==> config.mk <==
export PLATFORM = sky130hd
export DESIGN_NAME = vga_timing_rx
export DESIGN_NICKNAME = d
export VERILOG_FILES = /design/src/rtl/vga_timing_rx.sv
export SDC_FILE = /design/constraint.sdc
export NUM_CORES = 1
export LEC_CHECK = 0
export BUFFER_PORTS_ARGS = -buffer_cell sky130_fd_sc_hd__buf_2
export CAP_MARGIN = 30
export CORE_MARGIN = 5
export CORE_UTILIZATION = 62
export CTS_BUF_LIST = sky130_fd_sc_hd__clkbuf_4 sky130_fd_sc_hd__clkbuf_8
export DETAILED_ROUTE_END_ITERATION = 8
export HOLD_SLACK_MARGIN = 0.1
export PLACE_DENSITY = 0.83
export SYNTH_ARGS = -nofsm -noshare
export SYNTH_HDL_FRONTEND = slang
export SYNTH_SLANG_ARGS = --single-unit
==> constraint.sdc <==
create_clock -name clk -period 4.8 [get_ports clk]
set_clock_uncertainty 0.2 [all_clocks]
set_input_delay 0.48 -clock clk [delete_from_list [all_inputs] [get_ports clk]]
set_output_delay 0.48 -clock clk [all_outputs]
set_load 0.01 [all_outputs]
==> src/rtl/vga_timing_rx.sv <==
// VGA sink: measures line/frame timing, locks onto a stable mode and re-emits a framed pixel stream.
// Optional FRAME_CHECKSUM_EN adds frame_sum/frame_sum_vld (per-frame R+G+B sum of valid pixels).
module vga_timing_rx #(
    parameter int CW            = 12,
    parameter int STABLE_FRAMES = 2
) (
    input  logic          clk,
    input  logic          rst,
    input  logic          Hsync,
    input  logic          Vsync,
    input  logic          Disp_activ,
    input  logic [7:0]    R_i,
    input  logic [7:0]    G_i,
    input  logic [7:0]    B_i,
    output logic [7:0]    R_o,
    output logic [7:0]    G_o,
    output logic [7:0]    B_o,
    output logic [CW-1:0] Xpos,
    output logic [CW-1:0] Ypos,
    output logic          pix_valid,
    output logic          sof,
    output logic          eol,
    output logic          locked,
    output logic          lock_err,
    output logic [CW-1:0] h_total,
    output logic [CW-1:0] h_active,
    output logic [CW-1:0] v_total,
    output logic [CW-1:0] v_active
`ifdef FRAME_CHECKSUM_EN
    ,
    output logic [31:0]   frame_sum,
    output logic          frame_sum_vld
`endif
);

    localparam int MW = (STABLE_FRAMES < 2) ? 1 : $clog2(STABLE_FRAMES + 1);
    localparam logic [CW-1:0] CMAX  = '1;
    localparam logic [CW-1:0] ONE   = CW'(1);
    localparam logic [MW-1:0] M_ONE = MW'(1);

    typedef enum logic [1:0] {SEARCH, MEASURE, VERIFY, LOCKED} state_e;

    function automatic logic [CW-1:0] sat_inc(input logic [CW-1:0] v);
        return (v == CMAX) ? v : v + ONE;
    endfunction

    state_e        state_q, state_d;
    logic [MW-1:0] mcnt_q, mcnt_d;
    logic          hs1_q, hs1p_q, vs1_q, vs1p_q, de1_q;
    logic [7:0]    r1_q, g1_q, b1_q, r2_q, g2_q, b2_q;
    logic [CW-1:0] hcnt_q, hact_q, vcnt_q, vact_q, ltot_q, lact_q;
    logic [CW-1:0] vcnt_c, vact_c, ltot_c, lact_c;
    logic          hasl_q, hasa_q, var_q, hasl_c, hasa_c, var_c;
    logic [CW-1:0] cht_q, cha_q, cvt_q, cva_q;
    logic [CW-1:0] ht_q, ha_q, vt_q, va_q, xpos_q, ypos_q, xp, yp;
    logic          pv_q, sof_q, locked_q, err_q;
    logic          hrise, vrise, meas_diff, timeout, valid_d;
    logic          cand_ld, out_ld, err_d;

    assign hrise = hs1_q & ~hs1p_q;
    assign vrise = vs1_q & ~vs1p_q;

    // Fold the line closing this cycle (if any) into the frame totals, so a
    // coincident Hsync/Vsync rise counts the line before the frame closes.
    always_comb begin
        vcnt_c = vcnt_q;
        vact_c = vact_q;
        ltot_c = ltot_q;
        lact_c = lact_q;
        hasl_c = hasl_q;
        hasa_c = hasa_q;
        var_c  = var_q;
        if (hrise) begin
            vcnt_c = sat_inc(vcnt_q);
            ltot_c = hcnt_q;
            hasl_c = 1'b1;
            if (hasl_q && hcnt_q != ltot_q) var_c = 1'b1;
            if (hact_q != '0) begin
                vact_c = sat_inc(vact_q);
                lact_c = hact_q;
                hasa_c = 1'b1;
                if (hasa_q && hact_q != lact_q) var_c = 1'b1;
            end
        end
    end

    assign meas_diff = var_c || ltot_c != cht_q || lact_c != cha_q ||
                       vcnt_c != cvt_q || vact_c != cva_q;
    assign timeout   = (hcnt_q == CMAX && !hrise) || vcnt_q == CMAX;

    always_comb begin
        state_d = state_q;
        mcnt_d  = mcnt_q;
        cand_ld = 1'b0;
        err_d   = 1'b0;
        case (state_q)
            SEARCH:  if (vrise) state_d = MEASURE;
            MEASURE: if (vrise) begin
                cand_ld = 1'b1;
                mcnt_d  = M_ONE;
                state_d = (STABLE_FRAMES <= 1) ? LOCKED : VERIFY;
            end
            VERIFY:  if (vrise) begin
                if (meas_diff) begin
                    cand_ld = 1'b1;
                    mcnt_d  = M_ONE;
                end else begin
                    mcnt_d = mcnt_q + M_ONE;
                    if (int'(mcnt_q) + 1 >= STABLE_FRAMES) state_d = LOCKED;
                end
            end
            LOCKED:  if (vrise && meas_diff) begin
                err_d   = 1'b1;
                cand_ld = 1'b1;
                mcnt_d  = M_ONE;
                state_d = VERIFY;
            end
            default: state_d = SEARCH;
        endcase
        if (state_q != SEARCH && timeout) begin
            state_d = SEARCH;
            mcnt_d  = '0;
            cand_ld = 1'b0;
            err_d   = (state_q == LOCKED);
        end
    end

    assign out_ld  = (state_d == LOCKED) && (state_q != LOCKED);
    assign valid_d = de1_q && (state_d == LOCKED);
    assign xp      = hrise ? '0 : hact_q;
    assign yp      = vrise ? '0 : vact_c;

    always_ff @(posedge clk or negedge rst) begin
        if (!rst) begin
            {hs1_q, hs1p_q, vs1_q, vs1p_q, de1_q} <= '0;
            {r1_q, g1_q, b1_q, r2_q, g2_q, b2_q}  <= '0;
            {hcnt_q, hact_q, vcnt_q, vact_q, ltot_q, lact_q} <= '0;
            {hasl_q, hasa_q, var_q}               <= '0;
            {cht_q, cha_q, cvt_q, cva_q}          <= '0;
            {ht_q, ha_q, vt_q, va_q}              <= '0;
            {xpos_q, ypos_q}                      <= '0;
            {pv_q, sof_q, locked_q, err_q}        <= '0;
            state_q <= SEARCH;
            mcnt_q  <= '0;
        end else begin
            hs1_q  <= Hsync;
            hs1p_q <= hs1_q;
            vs1_q  <= Vsync;
            vs1p_q <= vs1_q;
            de1_q  <= Disp_activ;
            r1_q   <= R_i;
            g1_q   <= G_i;
            b1_q   <= B_i;
            // The rise cycle itself belongs to the new line, so it counts as 1.
            hcnt_q <= hrise ? ONE : sat_inc(hcnt_q);
            if (hrise)      hact_q <= de1_q ? ONE : '0;
            else if (de1_q) hact_q <= sat_inc(hact_q);
            if (vrise) begin
                {vcnt_q, vact_q, ltot_q, lact_q} <= '0;
                {hasl_q, hasa_q, var_q}          <= '0;
            end else begin
                {vcnt_q, vact_q, ltot_q, lact_q} <= {vcnt_c, vact_c, ltot_c, lact_c};
                {hasl_q, hasa_q, var_q}          <= {hasl_c, hasa_c, var_c};
            end
            state_q <= state_d;
            mcnt_q  <= mcnt_d;
            if (cand_ld) {cht_q, cha_q, cvt_q, cva_q} <= {ltot_c, lact_c, vcnt_c, vact_c};
            if (out_ld)  {ht_q, ha_q, vt_q, va_q}     <= {ltot_c, lact_c, vcnt_c, vact_c};
            r2_q     <= r1_q;
            g2_q     <= g1_q;
            b2_q     <= b1_q;
            xpos_q   <= xp;
            ypos_q   <= yp;
            pv_q     <= valid_d;
            sof_q    <= valid_d && xp == '0 && yp == '0;
            locked_q <= (state_d == LOCKED);
            err_q    <= err_d;
        end
    end

    assign R_o       = r2_q;
    assign G_o       = g2_q;
    assign B_o       = b2_q;
    assign Xpos      = xpos_q;
    assign Ypos      = ypos_q;
    assign pix_valid = pv_q;
    assign sof       = sof_q;
    assign eol       = pv_q & ~de1_q;
    assign locked    = locked_q;
    assign lock_err  = err_q;
    assign h_total   = ht_q;
    assign h_active  = ha_q;
    assign v_total   = vt_q;
    assign v_active  = va_q;

`ifdef FRAME_CHECKSUM_EN
    logic [31:0] acc_q, sum_q, px;
    logic        sum_vld_q;

    assign px = valid_d ? (32'(r1_q) + 32'(g1_q) + 32'(b1_q)) : 32'd0;

    always_ff @(posedge clk or negedge rst) begin
        if (!rst) begin
            acc_q     <= '0;
            sum_q     <= '0;
            sum_vld_q <= 1'b0;
        end else begin
            acc_q     <= vrise ? px : acc_q + px;
            sum_vld_q <= vrise && (state_q == LOCKED);
            if (vrise) sum_q <= acc_q;
        end
    end

    assign frame_sum     = sum_q;
    assign frame_sum_vld = sum_vld_q;
`endif

endmodule

==> results of run 1 <==
-- Yosys cell counts, types with 6 or more instances --
cell type and n:
a21o_1 6, a31oi_1 12, nand2b_1 12, buf_1 11
a211oi_1 11, xnor2_1 54, o22ai_1 7, mux2_2 13
mux2i_1 76, and3_1 15, xor2_1 29, or3_1 6
a21oi_1 49, nor3_1 94, nand2_1 142, inv_1 58
a221oi_1 19, o21ai_0 16, mux2_1 14, buf_2 10
o21a_1 21, nor4_1 12, nand4_1 23, nor2_1 122
and4_1 7, nand3_1 38, nor2b_1 12, dfrtp_1 244
ha_1 6, o211ai_1 19, clkbuf_1 71, and2_1 25
-- metal layers --
metal	track usage	vias up
met5	0	-
met4	0.112	0
li1	-	5014
met3	0.0540	101
met1	0.398	5359
met2	0.493	515
-- worst max path at each step --
stage,endpoint,slack (ns),depth (start not counted)
final,v_active[4],0.22,13
after global routing,v_active[3],0.01,13
after CTS,v_active[4],0.30,13
after detailed placement,v_active[4],0.36,13
after global placement,v_active[4],0.48,13
after floorplan,h_total[10],0.88,14
-- registers in the layout, indices dropped and copies added, names as in the netlist, 2 cells and up --
signal / flops
vcnt_q: 12
G_o: 8
v_active: 12
Xpos: 12
R_o: 8
lact_q: 12
cht_q: 12
h_active: 12
cvt_q: 12
cha_q: 12
mcnt_q: 2
hcnt_q: 12
r1_q: 8
v_total: 12
cva_q: 12
B_o: 8
g1_q: 8
ltot_q: 12
state_q: 2
Ypos: 12
hact_q: 12
b1_q: 8
h_total: 12
-- worst register-to-register path: cells and delay by family, from the launching register on --
family | cells | cell delay (ns)
simple gates | 6 | 2.23
flops | 1 | 0.53
fa+ha+maj | 1 | 0.22
mux | 1 | 0.37
buf+inv | 3 | 0.65
compound gates | 2 | 0.27
-- power by group through the flow --
stage                     sequential (uW)  clock [uW]  combinational (uW)
after detailed placement             2440           0                1170
final                                2410        2250                1220
after global routing                 2430        2360                1320
after floorplan                      2340           0                 862
after global placement               2430           0                1140
after CTS                            2400        2270                1200
-- timing repair --
item / in CTS / in global routing
hold buffers: 28 / 0
endpoints found under the setup margin: 0 / 0
hold endpoints to repair: 139 / 0
-- area by class of cell --
class	count	area [sq um]
flip-flops and latches	244	6110
fillers	1456	5300
clock buffers	60	769
inverters	59	221
repair buffers	198	1280
clock inverters	13	236
multi-input cells	942	6050
well taps	270	338
-- per-stage QoR --
step                      cells   util  total power, uW
after floorplan            1345      -             3210
after global placement     1685  0.676             3570
after detailed placement   1685  0.676             3610
after CTS                  1786  0.739             5870
after global routing       1786  0.739             6120
final                      1786  0.739             5870
-- logic make-up after synthesis --
logic type / after synthesis
AO/OA/AOI/OAI: 220
XOR/XNOR: 83
adder cells (fa/ha/maj): 6
buffers and inverters: 159
flip-flops: 244
multiplexers: 103
AND/OR/NAND/NOR: 530
==> flow_metrics.env, run 1 <==
export IMPL_status="complete, no violations"
export IMPL_crit_path_end_kind="flop"
export IMPL_pwr_share_seq=0.410
export IMPL_yosys_area_share_adder=0.00587
export IMPL_portBuffers=129
export IMPL_drt_total_wl_um=35200
export IMPL_cts_sinks=244
export IMPL_pin_count=130
export IMPL_grt_overflow=0
export IMPL_fin_area_sq_um=15000
export IMPL_clock_latency_ns=0.57
export IMPL_r2r_end="v_active[4]"
export IMPL_ff2ff_setup_slack_ns=0.22
export IMPL_ys_types=78
export IMPL_initial_core_util=0.630
export IMPL_htreeDepth=2
export IMPL_synth_area_top_cells="dfrtp_1, mux2i_1, nand2_1, xnor2_1, nor3_1"
export IMPL_final_max_slew_violation_count=0
export IMPL_whs_ns=0.145
export IMPL_synth_seq_cells=244
export IMPL_cp_required_ns=5.03
export IMPL_rsz0062_at_grt="no"
export IMPL_whs_path_depth=0
export IMPL_synth_simple_area_share=0.202
export IMPL_finalNetCount=1521
export IMPL_worstSetupStartpoint="hact_q[1]"
export IMPL_worst_path_dominant_cell_family="simple AND/OR/NAND/NOR gates"
export IMPL_synth_edf_count=0
export IMPL_r2r_start="hact_q[1]"
export IMPL_p_sw_frac=0.317
export IMPL_die_y_um=154
export IMPL_num_antenna_cells=0
export IMPL_async_flop_share=1.00
export IMPL_layout_drive_gt1_share=0.181
export IMPL_grtUsageTotal=0.299
export IMPL_maxCapViolCount=0
export IMPL_clock_root_buffer="clkbuf_8"
export IMPL_power_switching_uw=1860
export IMPL_p_int_uw=4010
export IMPL_cts_resized_gates=0
export IMPL_clkPwrFrac=0.382
export IMPL_cp_start_kind="flop"
export IMPL_critPathArrivalTime_ns=4.81
export IMPL_worst_slew_pin_transition_ns=1.02
export IMPL_min_from="r1_q[2]"
export IMPL_hpwlAfterDp_um=24000
export IMPL_vdd_drop_max_uv=307
export IMPL_ant_nets=0
export IMPL_wl_met1_um=14200
export IMPL_yosysSeqAreaShare=0.478
export IMPL_syn_area_per_cell_sq_um=9.50
export IMPL_syn_area_sq_um=12800
export IMPL_rows=52
export IMPL_synth_top_area_frac=0.478
export IMPL_highest_layer="met4"
export IMPL_synth_nets=1380
export IMPL_place_gp_congestion=0.981
export IMPL_cts_buffers=41
export IMPL_finalSetupViolCount=0
export IMPL_die_x_um=154
export IMPL_placed_area_sq_um=13700
export IMPL_fin_crit_sh=0.954
export IMPL_period_needed_ns=4.58
export IMPL_critical_path_class="flop to flop"
export IMPL_dr_total_vias=11000
export IMPL_wl_met3_um=2750
export IMPL_min_to="R_o[2]"
export IMPL_max_stage_delay_ns=0.53
export IMPL_critPathSlowestCell="dfrtp_1"
export IMPL_synth_compound_area_frac=0.123
export IMPL_vias_per_cell=6.15
export IMPL_max_freq_ghz=0.218
export IMPL_tns_ns=0
export IMPL_pre_cts_slack_ns=0.358
export IMPL_wl_per_cell_um=19.7
export IMPL_final_hold_violation_count=0
export IMPL_clockBufferDepth=3
export IMPL_synth_main_ff_cell="dfrtp_1"
export IMPL_grt_max_degree=116
export IMPL_clk_pin_slew_ns=0.06
export IMPL_post_cts_buffers=0
export IMPL_ys_warn_count=0
export IMPL_grt_antenna_before_repair=0
export IMPL_cts_tree="built"
export IMPL_drc_errors=0
export IMPL_muxShareOfSynthArea=0.0833
export IMPL_final_cell_mix="dfrtp_1, nand2_1, buf_2"
export IMPL_first_pass_iters=6
export IMPL_crit_buf_inv=3
export IMPL_power_density_nw_per_um2=392
export IMPL_grt_pass1_wl_um=57900
export IMPL_synth_xor_area_share=0.0569
export IMPL_synth_top_family_by_area="simple AND/OR/NAND/NOR gates"
export IMPL_die_area_sq_um=23600
export IMPL_initialDrtViolationCount=1128
export IMPL_path_max_fanout=30
export IMPL_path_cells="inv_1 > ha_1 > or3b_1 > o31ai_4 > buf_4 > nor3_1 > o22ai_1 > or4_1 > nor4_1 > nand4b_1 > nor3_4 > buf_12 > mux2_1"
export IMPL_max_slew_margin=0.319
export IMPL_dr_wl_met2_um=17000
export IMPL_area_growth_pct=17.3
export IMPL_reg2reg_depth=13
export IMPL_synth_cells=1345
export IMPL_p_leak_uw=0.00700
export IMPL_final_common_cell="dfrtp_1"
export IMPL_power_frac_comb=0.207
export IMPL_layout_setup_ws_ns=0.220
export IMPL_grt_pass1_vias=10900
export IMPL_hold_class="flop to flop"
export IMPL_post_synth_top_area_cell="dfrtp_1"
export IMPL_core_region_area_sq_um=20300
Power figures use the tool's default switching activity.
==> run 2, diff against run 1 <==
CORE_UTILIZATION = 56   (was 62)
PLACE_DENSITY = 0.9   (was 0.83)
clock period = 4.2 ns   (was 4.8 ns; I/O delays follow)
==> flow_metrics.env, run 2 (synthesis gave the netlist of run 1 again) <==
export IMPL_p_total_uw=6360
export IMPL_cts_sinks=244
export IMPL_max_freq_ghz=0.243
export IMPL_num_antenna_cells=0
export IMPL_fin_crit_sh=0.979
export IMPL_die_x_um=161
export IMPL_first_pass_iters=6
export IMPL_core_region_area_sq_um=22600
export IMPL_initial_core_util=0.566
export IMPL_ff2ff_setup_slack_ns=0.09
export IMPL_ant_nets=0
export IMPL_area_growth_pct=18.8
export IMPL_path_max_fanout=10
export IMPL_cts_tree="built"
export IMPL_place_gp_congestion=0.958
export IMPL_dr_total_vias=11300
export IMPL_cp_required_ns=4.46
export IMPL_final_common_cell="dfrtp_1"
export IMPL_clk_pin_slew_ns=0.06
export IMPL_pre_cts_slack_ns=-0.138
export IMPL_clockBufferDepth=3
export IMPL_grt_overflow=0
export IMPL_crit_path_end_kind="flop"
export IMPL_critPathArrivalTime_ns=4.38
export IMPL_grt_max_degree=95
export IMPL_cts_buffers=41
export IMPL_cp_start_kind="flop"
export IMPL_grtUsageTotal=0.277
export IMPL_critPathSlowestCell="nor3_1"
export IMPL_layout_setup_ws_ns=0.0869
export IMPL_finalSetupViolCount=0
export IMPL_max_stage_delay_ns=0.70
export IMPL_status="complete, no violations"
export IMPL_die_y_um=161
export IMPL_grt_antenna_before_repair=0
export IMPL_drt_total_wl_um=36500
export IMPL_clock_latency_ns=0.55
export IMPL_layout_drive_gt1_share=0.204
export IMPL_p_leak_uw=0.00711
export IMPL_wl_per_cell_um=19.9
export IMPL_hold_class="flop to flop"
export IMPL_final_hold_violation_count=0
export IMPL_die_area_sq_um=26000
export IMPL_multi_input_area_sq_um=6090
export IMPL_final_cell_mix="dfrtp_1, nand2_1, buf_2"
export IMPL_power_density_nw_per_um2=419
export IMPL_fin_area_sq_um=15200
export IMPL_critical_path_class="flop to flop"
export IMPL_hpwlAfterDp_um=24600
export IMPL_initialDrtViolationCount=1586
export IMPL_drc_errors=0
export IMPL_final_max_slew_violation_count=0
export IMPL_period_needed_ns=4.11
export IMPL_worst_slew_pin_transition_ns=1.04
export IMPL_path_cells="ha_1 > nand3_1 > nor3_1 > nor4_1 > o31ai_2 > nand4_1 > nor4b_2 > nand4b_1 > nor3_4 > buf_4 > buf_6 > buf_8 > mux2i_4"
export IMPL_finalNetCount=1561
export IMPL_placed_area_sq_um=13900
export IMPL_vdd_drop_max_uv=289
export IMPL_rows=55
export IMPL_portBuffers=129
export IMPL_htreeDepth=2
export IMPL_pin_count=130
export IMPL_ff_latch_area_sq_um=6110
export IMPL_grt_pass1_vias=11100
export IMPL_grt_pass1_wl_um=58900
export IMPL_rsz0062_at_grt="no"
export IMPL_max_slew_margin=0.308
export IMPL_clock_root_buffer="clkbuf_8"
export IMPL_maxCapViolCount=0
export IMPL_nFillCells=1692
export IMPL_vias_per_cell=6.16
==> run 2: report_power, final <==
part | leakage, uW | total [uW] | switching (uW) | internal [uW]
logic | 0.00344 | 1540 | 974 | 564
clock network | 0.000430 | 2120 | 948 | 1170
registers | 0.00324 | 2710 | 192 | 2510
total | 0.00711 | 6360 | 2110 | 4240
==> run 2: worst paths after layout <==
kind                               from     endpoint  cells past startpoint
worst max-delay path            Ypos[0]  v_active[8]                     13
worst min-delay path            r1_q[0]       R_o[0]                      0
worst max register to register  Ypos[0]  v_active[8]                     13
worst min register to register  r1_q[0]       R_o[0]                      0
max in group asynchronous           rst   v_total[8]                      3
min in group asynchronous           rst       G_o[2]                      2
==> run 2: worst max-delay path: cells and delay by family, from the launching register on <==
kind	cells	cell delay, ns
compound gates	1	0.47
fa+ha+maj	1	0.29
buf+inv	3	0.49
flops	1	0.36
mux	1	0.25
simple gates	7	1.96
==> run 2: what timing repair did <==
| item | in CTS | in global routing |
|---|---|---|
| endpoints found under the hold margin | 117 | 0 |
| hold buffers | 28 | 0 |
| gates resized for setup | 0 | 23 |
| endpoints found under the setup margin | 69 | 80 |
| pin swaps | 2 | 7 |
| buffers inserted | 1 | 7 |
| gates cloned | 0 | 1 |
==> run 2: cell type report <==
type / instances / share of cell area
repair buffers: 238 / 0.105
flip-flops and latches: 244 / 0.402
clock inverters: 7 / 0.00264
clock buffers: 61 / 0.0508
well taps: 285 / 0.0235
multi-input cells: 942 / 0.401
inverters: 59 / 0.0146
==> run 2: through the flow <==
stage / utilization / setup TNS [ns] / hold slack (ns) / std cells
floorplan: - / 0 / -0.0756 / 1345
global placement: 0.618 / -0.0171 / 0.131 / 1731
detailed placement: 0.618 / -3.83 / 0.135 / 1731
CTS: 0.666 / 0 / 0.146 / 1828
global route: 0.673 / 0 / 0.152 / 1836
finish: 0.673 / 0 / 0.145 / 1836
==> run 2: per-layer routing <==
layer / routed length, um / part of all wire / global-route usage / vias to the layer above
li1: - / - / - / 5088
met1: 14500 / 0.40 / 0.375 / 5462
met2: 17100 / 0.47 / 0.444 / 614
met3: 3300 / 0.090 / 0.0513 / 138
met4: 1640 / 0.045 / 0.117 / 0
met5: 0 / 0 / 0 / -
==> run 3, diff against run 2 <==
CORE_ASPECT_RATIO = 1.75   (was unset)
==> flow_metrics.env, run 3 (synthesis gave the netlist of run 1 again) <==
export IMPL_period_needed_ns=4.03
export IMPL_initial_core_util=0.564
export IMPL_die_area_sq_um=26100
export IMPL_num_antenna_cells=0
export IMPL_r2r_end="h_total[6]"
export IMPL_max_stage_delay_ns=0.56
export IMPL_clk_pin_slew_ns=0.08
export IMPL_rows=73
export IMPL_tns_ns=0
export IMPL_cts_buffers=35
export IMPL_fin_util=0.668
export IMPL_dr_total_vias=11300
export IMPL_path_max_fanout=19
export IMPL_grt_overflow=0
export IMPL_cp_required_ns=4.45
export IMPL_hold_class="flop to flop"
export IMPL_clock_latency_ns=0.54
export IMPL_grt_pass1_wl_um=60600
export IMPL_ant_nets=0
export IMPL_final_hold_violation_count=0
export IMPL_min_to="R_o[5]"
export IMPL_maxCapViolCount=0
export IMPL_worst_path_dominant_cell_family="simple AND/OR/NAND/NOR gates"
export IMPL_max_freq_ghz=0.248
export IMPL_p_leak_uw=0.00707
export IMPL_final_cell_mix="dfrtp_1, nand2_1, buf_2"
export IMPL_fin_crit_sh=0.959
export IMPL_layout_drive_gt1_share=0.195
export IMPL_clockBufferDepth=3
export IMPL_first_pass_iters=8
export IMPL_final_common_cell="dfrtp_1"
export IMPL_cp_common_cell="buf_12"
export IMPL_status="complete, no violations"
export IMPL_critPathSlowestCell="or4_4"
export IMPL_htreeDepth=2
export IMPL_finalNetCount=1549
export IMPL_worst_slew_pin_transition_ns=1.00
export IMPL_cp_start_kind="flop"
export IMPL_min_from="r1_q[5]"
export IMPL_initialDrtViolationCount=1022
export IMPL_pre_cts_slack_ns=-0.0512
export IMPL_finalSetupViolCount=0
export IMPL_crit_buf_inv=4
export IMPL_place_gp_congestion=1.01
export IMPL_max_slew_margin=0.333
export IMPL_grtUsageTotal=0.287
export IMPL_grt_pass1_vias=11300
export IMPL_die_x_um=124
export IMPL_grt_max_degree=102
export IMPL_whs_path_depth=0
export IMPL_power_density_nw_per_um2=413
export IMPL_clock_root_buffer="clkbuf_8"
export IMPL_ff2ff_setup_slack_ns=0.17
export IMPL_crit_path_end_kind="flop"
export IMPL_drt_total_wl_um=37900
export IMPL_final_max_slew_violation_count=0
export IMPL_path_cells="or4_4 > o31ai_4 > buf_12 > nor4_1 > o31ai_2 > nand4_1 > nor4b_2 > nand4b_1 > buf_4 > nor3_4 > buf_12 > buf_12 > mux2i_1"
export IMPL_vias_per_cell=6.12
export IMPL_p_total_uw=6260
export IMPL_cts_sinks=244
export IMPL_area_growth_pct=18.4
export IMPL_whs_ns=0.145
export IMPL_wl_per_cell_um=20.6
export IMPL_pin_count=130
export IMPL_hpwlAfterDp_um=26300
export IMPL_drc_errors=0
export IMPL_die_y_um=210
export IMPL_grt_antenna_before_repair=0
export IMPL_r2r_start="hact_q[4]"
export IMPL_critPathArrivalTime_ns=4.28
export IMPL_layout_setup_ws_ns=0.173
export IMPL_reg2reg_depth=13
export IMPL_core_region_area_sq_um=22700
export IMPL_cts_tree="built"
export IMPL_portBuffers=129
export IMPL_critical_path_class="flop to flop"
export IMPL_vdd_drop_max_uv=414
-- run 3: changes by cell type in the layout (fill, tap and decap cells not counted), moves of 2 or more --
cell,previous run,this run
nor4_2,4,2
nor4_1,10,12
buf_12,1,9
clkbuf_8,50,44
buf_6,7,0
buf_4,71,65
inv_1,56,58
buf_8,3,1
inv_2,2,0
-- run 3: how the worst max path moves through the flow --
| stage | startpoint | to | slack, ns | cells after the start |
|---|---|---|---|---|
| 2_1_floorplan | hact_q[0] | h_total[10] | 0.28 | 14 |
| 3_3_place_gp | hact_q[0] | h_active[5] | 0.03 | 14 |
| 3_5_place_dp | hact_q[0] | v_total[6] | -0.05 | 14 |
| 4_1_cts | hact_q[1] | v_total[6] | 0.06 | 15 |
| 5_1_grt | hact_q[0] | v_total[7] | -0.02 | 15 |
| 6_report | hact_q[4] | h_total[6] | 0.17 | 13 |
-- run 3: metrics by stage --
step           cells  instance area, sq um
2_1_floorplan   1345                 12800
6_report        1839                 15100
4_1_cts         1837                 15100
3_3_place_gp    1746                 14000
3_5_place_dp    1746                 14000
5_1_grt         1839                 15100
-- run 3: repair_timing --
item                                   in CTS  in global routing
setup buffers                               1                  1
hold buffers                               28                  0
cloned                                      0                  1
gates resized for setup                     0                  7
endpoints found under the hold margin     124                  0
pin swaps                                   0                  4
setup endpoints to repair                  32                 34
-- run 3: metal layers --
metal  part of all wire  vias to the layer above  global-route usage
met5                  0                        -                   0
met4              0.085                        0               0.207
met3              0.067                      202              0.0570
met2               0.50                      580               0.500
met1               0.34                     5410               0.309
li1                   -                     5058                   -
-- run 3: report_power, final --
| part | internal [uW] | switching [uW] |
|---|---|---|
| combinational | 548 | 979 |
| sequential | 2510 | 191 |
| clock | 1110 | 923 |
-- run 3: cell type report --
| cell class | instances | area [sq um] |
|---|---|---|
| timing repair buffer | 232 | 1630 |
| inverter | 59 | 221 |
| fill | 1796 | 7510 |
| clock inverter | 7 | 62.6 |
| multi-input combinational | 942 | 6060 |
| sequential | 244 | 6110 |
| clock buffer | 55 | 688 |
| tap | 300 | 375 |
-- run 3: worst reg2reg max path: cells and delay by family (launching register included) --
kind	cells	cell delay [ns]
buf+inv	4	0.79
mux	1	0.22
simple gates	6	1.52
compound gates	2	0.74
flops	1	0.46
